===== src/rtl/hazard_unit_pkg.sv =====
// Shared definitions for the pipeline hazard unit: forward selects,
// result-source encoding, FSM states, watchdog limit and the register
// match helper used by both the hazard and forwarding logic.
package hazard_unit_pkg;

    // ALU operand forward select
    typedef enum logic [1:0] {
        FWD_NONE = 2'b00,
        FWD_W    = 2'b01,
        FWD_M    = 2'b10
    } fwd_sel_e;

    // Result source of the instruction in execute; RESULT_MEM is a load
    typedef enum logic [1:0] {
        RESULT_ALU = 2'b00,
        RESULT_MEM = 2'b01,
        RESULT_PC4 = 2'b10
    } result_src_e;

    // Hazard FSM states
    typedef enum logic {
        RUN      = 1'b0,
        MEM_WAIT = 1'b1
    } hz_state_e;

    // Memory-wait watchdog saturation value; reaching it flags a timeout
    localparam logic [7:0] WD_LIMIT = 8'd255;

    // True when an enabled, non-x0 destination matches a source register
    function automatic logic reg_match(input logic       en,
                                       input logic [4:0] rd,
                                       input logic [4:0] rs);
        return en && (rd != 5'd0) && (rs != 5'd0) && (rd == rs);
    endfunction

endpackage


===== src/rtl/hazard_unit.sv =====
// Pipeline hazard unit: memory-wait stall FSM, load-use / RAW stalls,
// branch flushes, operand forwarding, memory watchdog and stall counter.
// Build option: define HAZARD_FORWARDING_EN to enable operand forwarding;
// without it every RAW dependency in decode stalls until it drains.
module hazard_unit
    import hazard_unit_pkg::*;
(
    input  logic        CLK,
    input  logic        RST,
    input  logic [4:0]  RS1_D,
    input  logic [4:0]  RS2_D,
    input  logic [4:0]  RS1_E,
    input  logic [4:0]  RS2_E,
    input  logic [4:0]  RD_E,
    input  logic [4:0]  RD_M,
    input  logic [4:0]  RD_W,
    input  logic        REG_W_En_E,
    input  logic        REG_W_En_M,
    input  logic        REG_W_En_W,
    input  logic [1:0]  Result_Src_Sel_E,
    input  logic        PC_Src_E,
    input  logic        MEM_Req_M,
    input  logic        MEM_Ready_M,
    output logic        Stall_F,
    output logic        Stall_D,
    output logic        Stall_E,
    output logic        Stall_M,
    output logic        Flush_D,
    output logic        Flush_E,
    output logic        Flush_W,
    output logic [1:0]  Forward_A_E,
    output logic [1:0]  Forward_B_E,
    output logic        Mem_Timeout,
    output logic [31:0] Stall_Cycles
);

    hz_state_e   state_q, state_d;
    logic [7:0]  wd_q, wd_d;
    logic        timeout_q, timeout_d;
    logic [31:0] stall_cnt_q, stall_cnt_d;

    logic mem_wait_now;
    logic load_use;
    logic raw_stall;

    // The memory is stalling the pipeline right now (independent of state)
    assign mem_wait_now = MEM_Req_M && !MEM_Ready_M;

    // A load in execute feeds a source of the instruction in decode
    assign load_use = (Result_Src_Sel_E == RESULT_MEM) &&
                      (reg_match(REG_W_En_E, RD_E, RS1_D) ||
                       reg_match(REG_W_En_E, RD_E, RS2_D));

`ifdef HAZARD_FORWARDING_EN
    // Only loads need a stall; everything else is covered by forwarding
    assign raw_stall = load_use;

    // Operand forwarding; the younger M-stage result wins over W
    always_comb begin
        Forward_A_E = FWD_NONE;
        Forward_B_E = FWD_NONE;
        if (reg_match(REG_W_En_M, RD_M, RS1_E))      Forward_A_E = FWD_M;
        else if (reg_match(REG_W_En_W, RD_W, RS1_E)) Forward_A_E = FWD_W;
        if (reg_match(REG_W_En_M, RD_M, RS2_E))      Forward_B_E = FWD_M;
        else if (reg_match(REG_W_En_W, RD_W, RS2_E)) Forward_B_E = FWD_W;
    end
`else
    logic unused_fwd_srcs;

    // Without forwarding any in-flight writer of a decode source must drain
    assign raw_stall = load_use ||
                       reg_match(REG_W_En_E, RD_E, RS1_D) ||
                       reg_match(REG_W_En_E, RD_E, RS2_D) ||
                       reg_match(REG_W_En_M, RD_M, RS1_D) ||
                       reg_match(REG_W_En_M, RD_M, RS2_D) ||
                       reg_match(REG_W_En_W, RD_W, RS1_D) ||
                       reg_match(REG_W_En_W, RD_W, RS2_D);

    assign Forward_A_E     = FWD_NONE;
    assign Forward_B_E     = FWD_NONE;
    assign unused_fwd_srcs = ^{RS1_E, RS2_E};
`endif

    // Stall/flush priority: memory wait, then branch flush, then RAW stall
    always_comb begin
        // NOTE: every output gets a default first so no path leaves it unassigned (no latch).
        Stall_F = 1'b0;
        Stall_D = 1'b0;
        Stall_E = 1'b0;
        Stall_M = 1'b0;
        Flush_D = 1'b0;
        Flush_E = 1'b0;
        Flush_W = 1'b0;
        if (mem_wait_now) begin
            Stall_F = 1'b1;
            Stall_D = 1'b1;
            Stall_E = 1'b1;
            Stall_M = 1'b1;
            Flush_W = 1'b1;
        end else if (PC_Src_E) begin
            Flush_D = 1'b1;
            Flush_E = 1'b1;
        end else if (raw_stall) begin
            Stall_F = 1'b1;
            Stall_D = 1'b1;
            Flush_E = 1'b1;
        end
    end

    // FSM next state: enter MEM_WAIT on a stalled request, leave on ready
    always_comb begin
        state_d = state_q;
        case (state_q)
            RUN:      if (mem_wait_now) state_d = MEM_WAIT;
            MEM_WAIT: if (MEM_Ready_M)  state_d = RUN;
            default:  state_d = RUN;
        endcase
    end

    // Watchdog: restart on entry to MEM_WAIT, count while waiting, saturate
    always_comb begin
        wd_d      = wd_q;
        timeout_d = timeout_q;
        if (state_q == RUN && state_d == MEM_WAIT) begin
            wd_d = 8'd0;
        end else if (state_q == MEM_WAIT && wd_q != WD_LIMIT) begin
            wd_d = wd_q + 8'd1;
        end
        if (wd_d == WD_LIMIT) timeout_d = 1'b1;
    end

    // Free-running count of fetch-stall cycles, wraps naturally
    assign stall_cnt_d = stall_cnt_q + {31'd0, Stall_F};

    // State registers; reset returns to RUN with cleared counters and flag
    always_ff @(posedge CLK or posedge RST) begin
        if (RST) begin
            state_q     <= RUN;
            wd_q        <= 8'd0;
            timeout_q   <= 1'b0;
            stall_cnt_q <= 32'd0;
        end else begin
            // NOTE: non-blocking updates so every register samples pre-edge values.
            state_q     <= state_d;
            wd_q        <= wd_d;
            timeout_q   <= timeout_d;
            stall_cnt_q <= stall_cnt_d;
        end
    end

    assign Mem_Timeout  = timeout_q;
    assign Stall_Cycles = stall_cnt_q;

endmodule


===== config.mk =====
export PLATFORM = sky130hd
export DESIGN_NAME = hazard_unit
export DESIGN_NICKNAME = d
export VERILOG_FILES = /design/src/rtl/hazard_unit_pkg.sv /design/src/rtl/hazard_unit.sv
export SDC_FILE = /design/constraint.sdc
export NUM_CORES = 1
export LEC_CHECK = 0
export ABC_AREA = 1
export CAP_MARGIN = 30
export CORE_ASPECT_RATIO = 1.75
export CORE_MARGIN = 5
export CORE_UTILIZATION = 35
export DETAILED_ROUTE_END_ITERATION = 7
export GPL_TIMING_DRIVEN = 0
export PLACE_DENSITY = 0.71
export REMOVE_ABC_BUFFERS = 1
export SYNTH_ARGS = -nofsm -noshare
export SYNTH_HDL_FRONTEND = slang
export SYNTH_SLANG_ARGS = --single-unit

===== constraint.sdc =====
create_clock -name CLK -period 1.7 [get_ports CLK]
set_input_delay 0.425 -clock CLK [delete_from_list [all_inputs] [get_ports CLK]]
set_output_delay 0.425 -clock CLK [all_outputs]
set_load 0.02 [all_outputs]

* After elaboration in Yosys (flattened, before gate mapping)
Cells that the tools add are included.
** Operators by class
- Reduce and logical (&&, ||, !) cells :: 32
- Add/sub/neg operators :: 2
- Bitwise logic cells :: 1
- Eq/ne operators :: 9
- Muxes and demuxes :: 12
** Operators by type and width (count)
- $add A32 B1 Y32 :: 1
- $eq A5 B5 Y1 :: 6
- $reduce_bool A5 Y1 :: 5
- $logic_and A1 B1 Y1 :: 19
- $mux W8 :: 2
- $mux W1 :: 9
- $add A8 B1 Y8 const B :: 1
- $eq A8 B8 Y1 const B :: 1
- $ne A8 B8 Y1 const B :: 1
- $logic_or A1 B1 Y1 :: 7
- $eq A2 B1 Y1 const B :: 1
- $pmux W1 S2 :: 1
- $logic_not A1 Y1 :: 1
- $not A1 Y1 :: 1
** Word-level totals
- Input port bits :: 45
- Bits in registers :: 42

* Longest topological paths before layout
Gate-level depths: netlist of the first run.
- Depth after elaboration :: 16
- Depth in mapped cells :: 23

* Worst setup path after synthesis of the first run
No wires, ideal clock.
- Path type :: input to register
- Start point :: input port MEM_Req_M
- End point :: register stall_cnt_q[24] (netlist: Stall_Cycles[24])
- Path slack :: -0.888 ns
- Arrival :: 2.467 ns
- Buffers on the path :: 0
- Stages :: 15
- Cells stage by stage :: inv_1 nor2_1 inv_1 nand2_1 ha_1 ha_1 nand3_1 inv_1 nand2_2 nor2_4 nand2_2 nor2_4 nand3_2 o21ai_1 nand2_1
** On the way
- Cells in the longest elaborated chain, start to end :: 3
** RTL lines
- start, declared :: RTL line hazard_unit.sv:22 : input logic MEM_Req_M,
- $logic_and A1 B1 Y1 :: RTL line hazard_unit.sv:47 : assign mem_wait_now = MEM_Req_M && !MEM_Ready_M;
- $mux W1
- via Stall_D :: RTL line hazard_unit.sv:25 : output logic Stall_D,
- $add A32 B1 Y32 :: RTL line hazard_unit.sv:133 : assign stall_cnt_d = stall_cnt_q + {31'd0, Stall_F};
- via stall_cnt_d[24] :: RTL line hazard_unit.sv:40 : logic [31:0] stall_cnt_q, stall_cnt_d;
- end signal, assigned :: RTL line hazard_unit.sv:147 : stall_cnt_q <= stall_cnt_d;
- end, declared :: RTL line hazard_unit.sv:40
The timed path passes the listed nets, and every way through them passes these cells.
A chain may end at the register's enable or synchronous reset.

* Worst setup path after layout of the first run
- Start point :: input port RS1_D[4]
- End point :: register stall_cnt_q[24] (netlist: Stall_Cycles[24])
** On the way
- Cells in the longest elaborated chain, start to end :: 15
- Elaborated cells on any way between the ends :: 22
- Those cells by class :: add/sub (1); eq/ne (3); mux (3); reduce/logical (15)
** RTL lines
- start, declared :: RTL line hazard_unit.sv:10 : input logic [4:0] RS1_D,
- $reduce_bool A5 Y1 :: RTL line hazard_unit_pkg.sv:33 : return en && (rd != 5'd0) && (rs != 5'd0) && (rd == rs);
- $logic_and A1 B1 Y1 (2 in a row) :: RTL line hazard_unit_pkg.sv:33
- $logic_or A1 B1 Y1 :: RTL line hazard_unit.sv:51 : (reg_match(REG_W_En_E, RD_E, RS1_D) ||
- $logic_and A1 B1 Y1 :: RTL line hazard_unit.sv:50 : assign load_use = (Result_Src_Sel_E == RESULT_MEM) &&
- $logic_or A1 B1 Y1 :: RTL line hazard_unit.sv:71 : assign raw_stall = load_use ||
- $logic_or A1 B1 Y1 :: RTL line hazard_unit.sv:72 : reg_match(REG_W_En_E, RD_E, RS1_D) ||
- $logic_or A1 B1 Y1 :: RTL line hazard_unit.sv:73 : reg_match(REG_W_En_E, RD_E, RS2_D) ||
- $logic_or A1 B1 Y1 :: RTL line hazard_unit.sv:74 : reg_match(REG_W_En_M, RD_M, RS1_D) ||
- $logic_or A1 B1 Y1 * :: RTL line hazard_unit.sv:75 : reg_match(REG_W_En_M, RD_M, RS2_D) ||
- $logic_or A1 B1 Y1 * :: RTL line hazard_unit.sv:76 : reg_match(REG_W_En_W, RD_W, RS1_D) ||
- $mux W1 * :: RTL line hazard_unit.sv:103 : end else if (raw_stall) begin
- $mux W1 * :: RTL line hazard_unit.sv:100 : end else if (PC_Src_E) begin
- $mux W1 * :: RTL line hazard_unit.sv:94 : if (mem_wait_now) begin
- $add A32 B1 Y32 * :: RTL line hazard_unit.sv:133
- via stall_cnt_d[24] :: RTL line hazard_unit.sv:40
Mark *: on every way through the listed nets, which the timed path passes. The rest lies on a longest branch.

==> flow_summary.yaml, run 1 <==
worst_setup_path:
  setup.worst_path.start_class: "input pin"
  critical_path_class: "input pin to flop"
  cp.required_ns: 1.87
  critPathMaxFanout: 4
  reg2reg_slack_ns: -0.11
  worst_setup_path_end_kind: "flop"
  worstPathArrival_ns: 2.44
die:
  rows: 42
  core_area_um2: 7570
  die_area_um2: 9700
  die_h_um: 127
  io_pins: 89
  fp.dieW_um: 76.6
  initial_core_util_pct: 35.9
drt:
  drt_wl_total_mm: 7.98
  ant_nets: 0
  routed_via_density: 4.99
  avgRoutedWirePerCell_um: 14.7
  drtIter0Drc: 83
  drc: 0
  firstDrtPassIters: 6
  num_vias: 2716
timing:
  hold_viol: 0
  worst_clock_skew_ns: 0.00269
  slew_violations: 0
  setup_ws_ns: -0.568
  relSlewSlack_pct: 62.5
  fin_crit_sh_pct: 133
  tightest_slew_ns: 0.559
  rsz0062_at_grt: "yes"
  fin_crit_ns: 2.27
  clock.fmax_ghz: 0.441
  setup_viol: 32
global_routing:
  gr-usage-met1_pct: 14.8
  top_usage_layer: "met2"
  track_usage_pct: 16.1
  grt_max_degree: 43
  grt_antenna_before_repair: 0
  use_met3_pct: 3.97
  grt_pass1_vias: 2857
  use_met2_pct: 30.2
  grt_overflow_total: 0
  grt_pass1_wl_mm: 12.6
cts:
  cts_tree: "yes"
  cts_sinks: 42
  cts.htree.levels: 2
  cts_hold_buf: 0
  clk_path_buf_depth: 2
  path_clk_slew_ns: 0.06
  clk_latency_ns: 0.28
  numCtsBuffers: 5
  cts_root_buf: "clkbuf_16"
pwr:
  p_leak_uw: 0.00215
  pwr-share-clk_pct: 31.4
  p_seq_share_pct: 41.1
  irDropWorstVdd_uv: 345
  p_int_uw: 2080
  swShare_pct: 31.3
  power.density_nw_per_um2: 710
  p_sw_uw: 949
  power_uw: 3030
  combPwrFrac_pct: 27.6
yosys:
  synth_area_leaders: "dfrtp_1 39%, nand2_1 13%, xnor2_1 9.0%, xor2_1 8.4%, inv_1 5.8%"
  synthCells: 355
  yosys.area.top_type: "dfrtp_1"
  synth_top_area_share_pct: 38.7
  synth_seq_area_share_pct: 38.7
  yosys_warnings: 0
  post_synth_num_cell_types: 26
  syn_avg_cell_area_um2: 7.66
  netlist_area_um2: 2720
  ys_ff_latch: 42
placed_design:
  placed_area_um2: 3500
  gp_congestion: 0.919
  io_buffers: 72
  dp_cells: 510
  hpwlAfterDp_mm: 5.85
worst_hold_path:
  hold_path.class: "flop to flop"
cells_and_area:
  final_cell_mix: "84 x nand2_1, 42 x dfrtp_1, 35 x inv_1"
  fin_nets: 503
  n_antenna_cell: 0
  drive_gt1_share_pct: 30.9
  area_growth_pct: 56.9
  final_common_cell: "nand2_1"
  fin_area_um2: 4260
  finalNonFillerCells: 544
job:
  max_cap_violations: 0
run_status:
  violations: "negative setup slack"
  status: "finished with violations"
-- flip-flops by register name, indices dropped and copies added, names as in the netlist --
name and count:
wd_q 8, Mem_Timeout 1, state_q 1, Stall_Cycles 32
-- synthesized netlist by cell type, drive strengths merged --
master	number
nand4	11
conb	1
buf	8
ha	3
nand3	16
xnor2	28
xor2	26
nor4	3
dfrtp	42
nor2	48
a31oi	1
nor3	12
nand3b	4
nand2	99
and3	1
inv	43
a21oi	6
o21ai	3
-- power groups by stage --
stage               registers, uW  logic [uW]  clock network, uW
floorplan                    1290         272                  0
global placement             1210         686                  0
finish                       1240         834                950
detailed placement           1220         702                  0
CTS                          1240         769                982
global route                 1260         909               1030
-- timing repair --
| action | 4_1_cts | 5_1_grt |
|---|---|---|
| endpoints found under the hold margin | 0 | 0 |
| endpoints found under the setup margin | 70 | 39 |
| gates cloned | 0 | 0 |
| buffers inserted | 17 | 10 |
| gates resized for setup | 269 | 48 |
| pin swaps | 66 | 40 |
-- final timing paths --
check | cells past startpoint | end | startpoint
worst max-delay path | 21 | Stall_Cycles[24] | RS1_D[4]
worst max register to register | 6 | Stall_Cycles[22] | Stall_Cycles[15]
max in group asynchronous | 3 | Stall_Cycles[2] | RST
worst min register to register | 2 | Mem_Timeout | Mem_Timeout
min in group asynchronous | 3 | Stall_Cycles[26] | RST
worst min-delay path | 2 | Mem_Timeout | Mem_Timeout
-- critical path, stage by stage --
cell	delay, ns
buf_6	0.12
xnor2_2	0.14
nand2_1	0.06
nor2_1	0.10
nand2_1	0.05
nand2_1	0.07
nand2_2	0.07
nand3_2	0.08
nand2_1	0.06
nand2_2	0.10
ha_4	0.17
ha_4	0.14
nand3_4	0.08
inv_2	0.08
nand2_4	0.05
nor2_4	0.11
nand2_4	0.07
nor2_4	0.14
nand3_2	0.11
o21ai_1	0.14
nand2_1	0.06
-- metal layers --
metal,routed length [um],up-vias
li1,-,1303
met1,2460,1266
met2,4480,114
met3,549,33
met4,481,0
met5,0,-
-- metrics by stage --
step	hold WS, ns	TNS [ns]	setup WS (ns)	utilization [%]
2_1_floorplan	0.488	-40.90	-1.50	-
3_3_place_gp	0.453	-77.41	-1.72	46.2
3_5_place_dp	0.458	-52.16	-1.77	46.2
4_1_cts	0.473	-12.52	-0.609	52.9
5_1_grt	0.480	-16.15	-0.703	56.3
6_report	0.468	-11.87	-0.568	56.3
-- cell families (layout without fill, tap and decap cells) --
logic type,after synthesis,after routing,share of synthesized area [%]
other,1,4,0.138
DFF,42,42,38.7
and+or+nand+nor,194,194,32.2
adders and majority gates,3,3,1.38
AOI/OAI and AO/OA,10,10,1.89
xor gates and xnor gates,54,54,17.4
buffers and inverters,51,149,8.29
-- layout make-up --
type                            instances  area [um^2]
Timing Repair Buffer                   98          970
Multi-Input combinational cell        265         1820
Tap cell                               88          110
Clock buffer                            7          143
Fill cell                             673         3300
Sequential cell                        42         1050
Inverter                               43          161
Clock inverter                          1         5.00
(Power assumes the default switching activity.)
==> inputs of run 2 (changes only) <==
Settings changed: SKIP_CTS_REPAIR_TIMING set to 1.
==> flow_summary.yaml, run 2 (same netlist as run 1, synthesis figures left out) <==
run_status:
  status: "finished with violations"
  violations: "negative setup slack"
cells_and_area:
  fillers: 682
  fin_nets: 490
  fin_area_um2: 4220
  final_common_cell: "nand2_1"
  area_growth_pct: 55.2
  drive_gt1_share_pct: 26.6
  n_antenna_cell: 0
  final_cell_mix: "84 x nand2_1, 42 x dfrtp_1, 40 x dlymetal6s2s_1"
  largest_reg_flops: 32
pwr:
  p_seq_share_pct: 40.8
  power.density_nw_per_um2: 716
  power_uw: 3020
  combPwrFrac_pct: 27.5
  swShare_pct: 31.0
  p_sw_uw: 938
  irDropWorstVdd_uv: 339
  pwr-share-clk_pct: 31.6
  p_int_uw: 2080
  p_leak_uw: 0.00246
cts:
  path_clk_slew_ns: 0.06
  clk_path_buf_depth: 2
  cts_sinks: 42
  numCtsBuffers: 5
  clk_latency_ns: 0.28
  cts_root_buf: "clkbuf_16"
  cts_tree: "yes"
  cts.htree.levels: 2
worst_setup_path:
  cpMaxStageDelayCell: "xnor2_1"
  path_cells: "dlymetal6s2s_1 -> xnor2_1 -> nand2_1 -> nor2_1 -> nand2_1 -> nand2_1 -> nand2_1 -> nand3_2 -> nand2_1 -> nand2_2 -> ha_4 -> ha_4 -> nand3_4 -> inv_2 -> nand2_4 -> nor2_4 -> nand2_4 -> nor2_4 -> nand3_2 -> o21ai_1 -> nand2_1"
  worstPathArrival_ns: 2.71
  critPathMaxFanout: 4
  crit_path_max_incr_delay_ns: 0.21
  critical_path_class: "input pin to flop"
  cp.required_ns: 1.87
  critPathBufInv: 2
  path_common_cell: "nand2_1"
  worst_setup_path_end_kind: "flop"
  crit_family: "simple AND/OR/NAND/NOR gates"
  setup.worst_path.start_class: "input pin"
placed_design:
  io_buffers: 72
  hpwlAfterDp_mm: 5.85
  placed_area_um2: 3500
  dp_slack_ns: -1.77
  gp_congestion: 0.919
timing:
  fin_crit_ns: 2.54
  hold_slack_ns: 0.409
  rsz0062_at_grt: "yes"
  setup_viol: 33
  setup_ws_ns: -0.840
  fin_crit_sh_pct: 149
  tightest_slew_ns: 0.884
  worst_clock_skew_ns: 0.00257
  clock.fmax_ghz: 0.394
  hold_viol: 0
  relSlewSlack_pct: 41.0
  tns_ns: -17.05
  slew_violations: 0
drt:
  wl_met2_mm: 4.51
  num_vias: 2668
  ant_nets: 0
  firstDrtPassIters: 5
  drtIter0Drc: 107
  drt-met1-wl_mm: 2.66
  top_layer: "met4"
  routed_via_density: 5.02
  avgRoutedWirePerCell_um: 15.0
  drt_wl_total_mm: 7.99
  wl_met3_um: 452
  drc: 0
worst_hold_path:
  hold_path.class: "input pin to flop"
die:
  die_area_um2: 9700
  initial_core_util_pct: 35.9
  core_area_um2: 7570
  rows: 42
  io_pins: 89
  fp.dieW_um: 76.6
  die_h_um: 127
global_routing:
  grt_max_degree: 43
  track_usage_pct: 14.9
  grt_pass1_wl_mm: 11.7
  grt_overflow_total: 0
  grt_antenna_before_repair: 0
  grt_pass1_vias: 2629
job:
  max_cap_violations: 0
-- run 2: final cells by class --
cell class | count | area (um^2) | share of cell area, %
clock buffers | 7 | 143 | 3.38
multi-input cells | 265 | 1790 | 42.4
well taps | 88 | 110 | 2.61
flip-flops and latches | 42 | 1050 | 24.9
inverters | 43 | 161 | 3.83
repair buffers | 85 | 958 | 22.7
clock inverters | 1 | 5.00 | 0.119
-- run 2: routing by layer --
| layer | vias to the layer above | GRT usage, % |
|---|---|---|
| met5 | - | 0 |
| met4 | 0 | 8.75 |
| li1 | 1276 | - |
| met1 | 1256 | 13.6 |
| met3 | 29 | 3.76 |
| met2 | 107 | 28.7 |
-- run 2: path summary, 6_finish.rpt --
path	startpoint	end	slack, ns	cells after the start
worst max-delay path	RD_W[2]	Stall_Cycles[24]	-0.84	21
worst min-delay path	MEM_Ready_M	state_q	0.41	2
worst max register to register	Stall_Cycles[0]	Stall_Cycles[24]	-0.04	11
worst min register to register	Mem_Timeout	Mem_Timeout	0.47	2
max in group asynchronous	RST	Stall_Cycles[2]	0.49	2
min in group asynchronous	RST	Stall_Cycles[26]	0.65	2
-- run 2: power by group through the flow --
stage	logic (uW)	registers [uW]	clock network [uW]
floorplan	272	1290	0
global placement	686	1210	0
detailed placement	702	1220	0
CTS	706	1200	982
global route	904	1250	1030
finish	832	1230	956
-- run 2: through the flow --
stage,utilization (%),cells
after floorplan,-,350
after global placement,46.2,510
after detailed placement,46.2,510
after CTS,48.1,518
after global routing,55.7,531
final,55.7,531
